--- src/rtl/bullet_pool_pkg.sv ---
// Shared constants, slot/pool state encodings and bullet record for the multi-shot bullet pool.
package bullet_pool_pkg;

  localparam int NUM_BULLETS     = 4;
  localparam int HRES            = 1280;
  localparam int VRES            = 720;
  localparam int X_W             = 11;
  localparam int Y_W             = 10;
  localparam int BULLET_W        = 4;
  localparam int BULLET_H        = 16;
  localparam int BULLET_SPEED    = 16;
  localparam int PADDLE_W        = 50;
  localparam int PADDLE_H        = 20;
  localparam int COOLDOWN_FRAMES = 8;
  localparam int BULLET_SPAWN_Y  = VRES - PADDLE_H - BULLET_H;
  localparam logic [23:0] BULLET_COLOR = 24'hFFFF00;

  typedef struct packed {
    logic           active;
    logic [X_W-1:0] x;
    logic [Y_W-1:0] y;
  } bullet_t;

  typedef enum logic {SLOT_IDLE, SLOT_FLYING} slot_state_e;
  typedef enum logic {POOL_READY, POOL_COOLDOWN} pool_state_e;

  // Centre the bullet on the paddle; the sum is one bit wider so it can be clamped at the right edge.
  function automatic logic [X_W-1:0] calc_spawn_x(input logic [X_W-1:0] paddle_x);
    logic [X_W:0] sum;
    sum = {1'b0, paddle_x} + (X_W+1)'((PADDLE_W - BULLET_W) / 2);
    if (sum > (X_W+1)'(HRES - BULLET_W)) return X_W'(HRES - BULLET_W);
    return sum[X_W-1:0];
  endfunction

endpackage

--- src/rtl/bullet_pool_slot.sv ---
// One bullet slot: IDLE/FLYING state, per-frame upward motion, hit clear and raster coverage test.
module bullet_slot
  import bullet_pool_pkg::*;
(
  input  logic           clk_i,
  input  logic           rst_i,
  input  logic           spawn_i,
  input  logic [X_W-1:0] spawn_x_i,
  input  logic           tick_i,
  input  logic           hit_i,
  input  logic [X_W-1:0] pix_x_i,
  input  logic [Y_W-1:0] pix_y_i,
  output bullet_t        state_o,
  output logic           pix_hit_o
);

  slot_state_e    st_q;
  logic [X_W-1:0] x_q;
  logic [Y_W-1:0] y_q;
  logic [X_W:0]   x_end;
  logic [Y_W:0]   y_end;

  // Spawn is only honoured from IDLE, so a new bullet never moves on its spawn tick.
  always_ff @(posedge clk_i) begin
    if (rst_i) begin
      st_q <= SLOT_IDLE;
      x_q  <= '0;
      y_q  <= '0;
    end else begin
      case (st_q)
        SLOT_IDLE: begin
          if (spawn_i) begin
            st_q <= SLOT_FLYING;
            x_q  <= spawn_x_i;
            y_q  <= Y_W'(BULLET_SPAWN_Y);
          end
        end
        SLOT_FLYING: begin
          if (hit_i) begin
            st_q <= SLOT_IDLE;
          end else if (tick_i) begin
            if (y_q < Y_W'(BULLET_SPEED)) st_q <= SLOT_IDLE;
            else                          y_q  <= y_q - Y_W'(BULLET_SPEED);
          end
        end
      endcase
    end
  end

  assign x_end = {1'b0, x_q} + (X_W+1)'(BULLET_W);
  assign y_end = {1'b0, y_q} + (Y_W+1)'(BULLET_H);

  always_comb begin
    state_o.active = (st_q == SLOT_FLYING);
    state_o.x      = x_q;
    state_o.y      = y_q;
    pix_hit_o      = (st_q == SLOT_FLYING) &&
                     (pix_x_i >= x_q) && ({1'b0, pix_x_i} < x_end) &&
                     (pix_y_i >= y_q) && ({1'b0, pix_y_i} < y_end);
  end

endmodule

--- src/rtl/bullet_pool.sv ---
// Pool of NUM_BULLETS player bullets: lowest-free-slot allocator, fire cooldown and registered pixel query.
module bullet_pool
  import bullet_pool_pkg::*;
#(
  parameter int NUM_BULLETS     = bullet_pool_pkg::NUM_BULLETS,
  parameter int COOLDOWN_FRAMES = bullet_pool_pkg::COOLDOWN_FRAMES
) (
  input  logic                     clk,
  input  logic                     rst,
  input  logic                     frame_tick,
  input  logic                     fire,
  input  logic [X_W-1:0]           paddle_x,
  input  logic [NUM_BULLETS-1:0]   hit_mask,
  input  logic [X_W-1:0]           pix_x,
  input  logic [Y_W-1:0]           pix_y,
  output logic                     pix_on,
  output logic [NUM_BULLETS-1:0]   active,
  output logic [NUM_BULLETS*X_W-1:0] bullet_x,
  output logic [NUM_BULLETS*Y_W-1:0] bullet_y,
  output logic                     fired,
  output logic                     full
);

  localparam int CD_W = (COOLDOWN_FRAMES > 1) ? $clog2(COOLDOWN_FRAMES) : 1;

  bullet_t                slot_st [NUM_BULLETS];
  logic [NUM_BULLETS-1:0] pix_hit;
  logic [NUM_BULLETS-1:0] free_mask;
  logic [NUM_BULLETS-1:0] alloc_oh;
  logic [NUM_BULLETS-1:0] spawn_vec;
  logic [X_W-1:0]         spawn_x;
  logic                   spawn_en;
  pool_state_e            pool_q;
  logic [CD_W-1:0]        cd_q;
  logic                   fired_q;
  logic                   pix_on_q;

  // Allocation looks only at the pre-edge mask, so a slot freed this edge is not reused until the next tick.
  assign free_mask = ~active;
  assign alloc_oh  = free_mask & (~free_mask + NUM_BULLETS'(1));
  assign spawn_en  = frame_tick && fire && (pool_q == POOL_READY) && !(&active);
  assign spawn_vec = spawn_en ? alloc_oh : '0;
  assign spawn_x   = calc_spawn_x(paddle_x);

  for (genvar i = 0; i < NUM_BULLETS; i++) begin : g_slot
    bullet_slot u_slot (
      .clk_i     (clk),
      .rst_i     (rst),
      .spawn_i   (spawn_vec[i]),
      .spawn_x_i (spawn_x),
      .tick_i    (frame_tick),
      .hit_i     (hit_mask[i]),
      .pix_x_i   (pix_x),
      .pix_y_i   (pix_y),
      .state_o   (slot_st[i]),
      .pix_hit_o (pix_hit[i])
    );
    assign active[i]               = slot_st[i].active;
    assign bullet_x[i*X_W +: X_W]  = slot_st[i].x;
    assign bullet_y[i*Y_W +: Y_W]  = slot_st[i].y;
  end

  always_ff @(posedge clk) begin
    if (rst) begin
      pool_q   <= POOL_READY;
      cd_q     <= '0;
      fired_q  <= 1'b0;
      pix_on_q <= 1'b0;
    end else begin
      fired_q  <= spawn_en;
      pix_on_q <= |pix_hit;
      if (frame_tick) begin
        case (pool_q)
          POOL_READY: begin
            if (spawn_en) begin
              cd_q <= CD_W'(COOLDOWN_FRAMES - 1);
              if (COOLDOWN_FRAMES > 1) pool_q <= POOL_COOLDOWN;
            end
          end
          POOL_COOLDOWN: begin
            cd_q <= cd_q - CD_W'(1);
            if (cd_q == CD_W'(1)) pool_q <= POOL_READY;
          end
        endcase
      end
    end
  end

  assign fired  = fired_q;
  assign pix_on = pix_on_q;
  // Pure AND of the slot flops, so it changes on the same edge as active.
  assign full   = &active;

endmodule

--- config.mk ---
export PLATFORM = sky130hd
export DESIGN_NAME = bullet_pool
export DESIGN_NICKNAME = d
export VERILOG_FILES = /design/src/rtl/bullet_pool_pkg.sv /design/src/rtl/bullet_pool_slot.sv /design/src/rtl/bullet_pool.sv
export SDC_FILE = /design/constraint.sdc
export NUM_CORES = 1
export LEC_CHECK = 0
export ABC_AREA = 0
export BUFFER_PORTS_ARGS = -buffer_cell sky130_fd_sc_hd__buf_2
export CAP_MARGIN = 20
export CORE_MARGIN = 4
export CORE_UTILIZATION = 45
export DETAILED_ROUTE_END_ITERATION = 10
export PLACE_DENSITY_LB_ADDON = 0.1
export SKIP_LAST_GASP = 1
export SYNTH_ARGS = -nofsm -noshare
export SYNTH_HDL_FRONTEND = slang
export SYNTH_SLANG_ARGS = --single-unit
--- constraint.sdc ---
create_clock -name clk -period 4.78 [get_ports clk]
set_input_delay 0 -clock clk [delete_from_list [all_inputs] [get_ports clk]]
set_output_delay 0 -clock clk [all_outputs]
set_load 0.03 [all_outputs]
==> results.toml <==
[outcome]
status = "complete, no violations"

[sta]
timing.final.ws_setup_ns = 1.861
final-hold-violation-count = 0
slew_viol_final = 0
finalClockSkew_ns = 0.005027
finalSetupViolCount = 0
max_freq_ghz = 0.3426
whs_ns = 0.01430
fin_setup_tns_ns = 0
rsz0062_at_grt = "false"
period_needed_ns = 2.919
period_share_pct = 61.07
worst_pin_slew_ns = 0.7786
relSlewSlack_pct = 47.90

[yosys]
synth.cell_area_sq_um = 7580
synth_area_leaders = "ha_1 25%, dfxtp_1 22%, xnor2_1 7.5%"
ys_top_cells_by_count = "152 x ha_1, 96 x inv_1, 82 x dfxtp_1"
ys.flop_type = "dfxtp_1"
async_flop_share_pct = 0
seq_area_frac_synth_pct = 21.66
ys_types = 67
yosys_warnings = 0
synth_top_cell_area_share_pct = 25.09
postSynthAreaPerCell_sq_um = 8.072
synth_seq_cells = 82
syn_inst = 939
synth_edf_count = 0
synthMostInstantiatedCell = "ha_1"
synth_top_area_cell = "ha_1"

[place]
post-place-ws_ns = 1.847
dp.cells = 1248
io_buffer_count = 120
dpl.hpwl_um = 17230
place.gp.congestion = 0.8309

[setup_path]
rrSetupSlack_ns = 1.86
end_kind = "flip-flop"
cp_data_required_time_ns = 5.05
timing.critical_path.fanout_max = 6
cp-startpoint = "g_slot[1].u_slot.x_q[3]"
crit_top_cell = "ha_1"
critPathArrivalTime_ns = 3.19
critPathTopFamily = "compound AO/OA/AOI/OAI gates"
cp-start-kind = "flip-flop"
cp.buffers_inverters = 0
critPathSlowestCell = "or4_1"
crit_path_max_incr_delay_ns = 0.47
r2r_end = "pix_on"
path_cells = "ha_1 > and3_1 > xnor2_1 > ha_1 > a2111oi_0 > nand2_1 > a31oi_1 > nor3_1 > or4_1 > o22a_1 > o211ai_1"
critPathKind = "flip-flop to flip-flop"
rr_worst_depth = 11
worstReg2RegStart = "g_slot[1].u_slot.x_q[3]"

[finish]
antennaDiodeCount = 0
nNetsFinal = 1235
drive_above_1_share_pct = 14.50
area_delta_synth_final_pct = 14.26
instances_no_fill = 1268

[power_and_ir_drop]
power.total_uw = 1943
ir_worst_vdd_v = 0.0001655
p_leak_uw = 0.003667
power.density_nw_per_um2 = 224.3

[global_route]
grt_pass1_wl_um = 35130
track_usage_pct = 23.76
antenna_found_initial = 0
grt_pass1_vias = 6479
overflow = 0
grt_max_degree = 39

[cts]
cts_buffer_depth = 2
clkLatencyLatePin_ns = 0.34
htreeDepth = 3
root_buffer = "clkbuf_16"
cts_tree = "done"
clk_pin_slew_ns = 0.06
cts_made_buffers = 9
post_cts_buffers = 0
cts_sinks = 82

[drt]
dr_total_vias = 6985
viasPerCell = 5.509
post_drt_wl_per_cell_um = 17.25
drt_iter0_drc = 384
drtPass1Iterations = 5
ant_nets = 0
remaining_drc_errors = 0
routed_wl_um = 21870

[min_path]
whs_path_depth = 3
holdPathEnd = "g_slot[1].u_slot.st_q"
hp-start = "hit_mask[1]"
min_path_type = "input port to flip-flop"

[floorplan]
dieWidth_um = 137.8
core_sq_um = 16520
start_util_pct = 45.87
num_rows = 47
die_area_sq_um = 18980
io_pins = 131
die_h_um = 137.8

[job]
max-cap-violations = 0
==> repair_timing <==
item / CTS / global route
gates resized for setup: 0 / 0
endpoints found under the hold margin: 7 / 0
hold buffers: 4 / 0
==> cell families after synthesis <==
logic type                 count (synthesis)  synth area share (%)
and+or+nand+nor                          262                 17.51
AOI/OAI and AO/OA                        233                 19.81
adders and majority gates                152                 25.09
buffers and inverters                    138                 7.659
DFF                                       82                 21.66
xor gates and xnor gates                  70                 8.089
other                                      1               0.04947
muxes                                      1                0.1321
==> tightest hold or removal path: stages <==
cell	delay (ns)
buf_2	0.09
inv_1	0.08
a41o_1	0.16
==> power by group <==
group | internal, uW | switching (uW) | total, uW | leakage (uW)
clock network | 473 | 295 | 768 | 0.000155
registers | 702 | 26.7 | 729 | 0.000664
logic | 164 | 282 | 446 | 0.00285
==> stage by stage <==
step,util (%),area (sq um)
final,52.41,8661
after global routing,52.41,8661
after CTS,52.41,8661
after detailed placement,50.19,8293
after global placement,50.19,8293
after floorplan,-,7606
==> layer usage <==
layer | GRT usage, % | routed length, um | share of wire, % | vias up
met3 | 2.630 | 1020 | 4.7 | 24
li1 | - | - | - | 3584
met1 | 34.80 | 10710 | 49 | 3214
met4 | 7.409 | 449 | 2.1 | 0
met2 | 36.44 | 9691 | 44 | 163
met5 | 0 | 0 | 0 | -
==> cells in the final DEF (no fill, tap or decap), types with 9 or more instances in the layout <==
master and count:
ha_1 152, dfxtp_1 82, nor3_1 31, a211oi_1 14
buf_2 120, a21o_1 14, a31oi_1 14, o211ai_1 10
nand4_1 18, clkbuf_16 9, nor2_1 48, inv_1 96
xnor2_1 65, o21ai_0 54, nand2b_1 9, nand3_1 39
nand2_1 61, o22ai_1 12, a21oi_1 60
==> sequential cells by signal, summed over array words and instances (netlist names) <==
register            count
g_slot.u_slot.x_q      44
g_slot.u_slot.y_q      28
g_slot.u_slot.st_q      4
cd_q                    3
fired                   1
pix_on                  1
pool_q                  1
==> worst max-delay path by stage <==
stage	to	depth (start not counted)
floorplan	pix_on	11
global placement	pix_on	11
detailed placement	pix_on	11
CTS	pix_on	11
global route	pix_on	11
finish	pix_on	11
==> cell type report <==
type	instances	area (sq um)
inverters	97	364.1
fillers	1701	7864
clock inverters	6	88.84
flip-flops and latches	82	1642
clock buffers	10	239.0
well taps	220	275.3
multi-input cells	726	5389
repair buffers	127	663.1
Power figures use the tool's default switching activity.
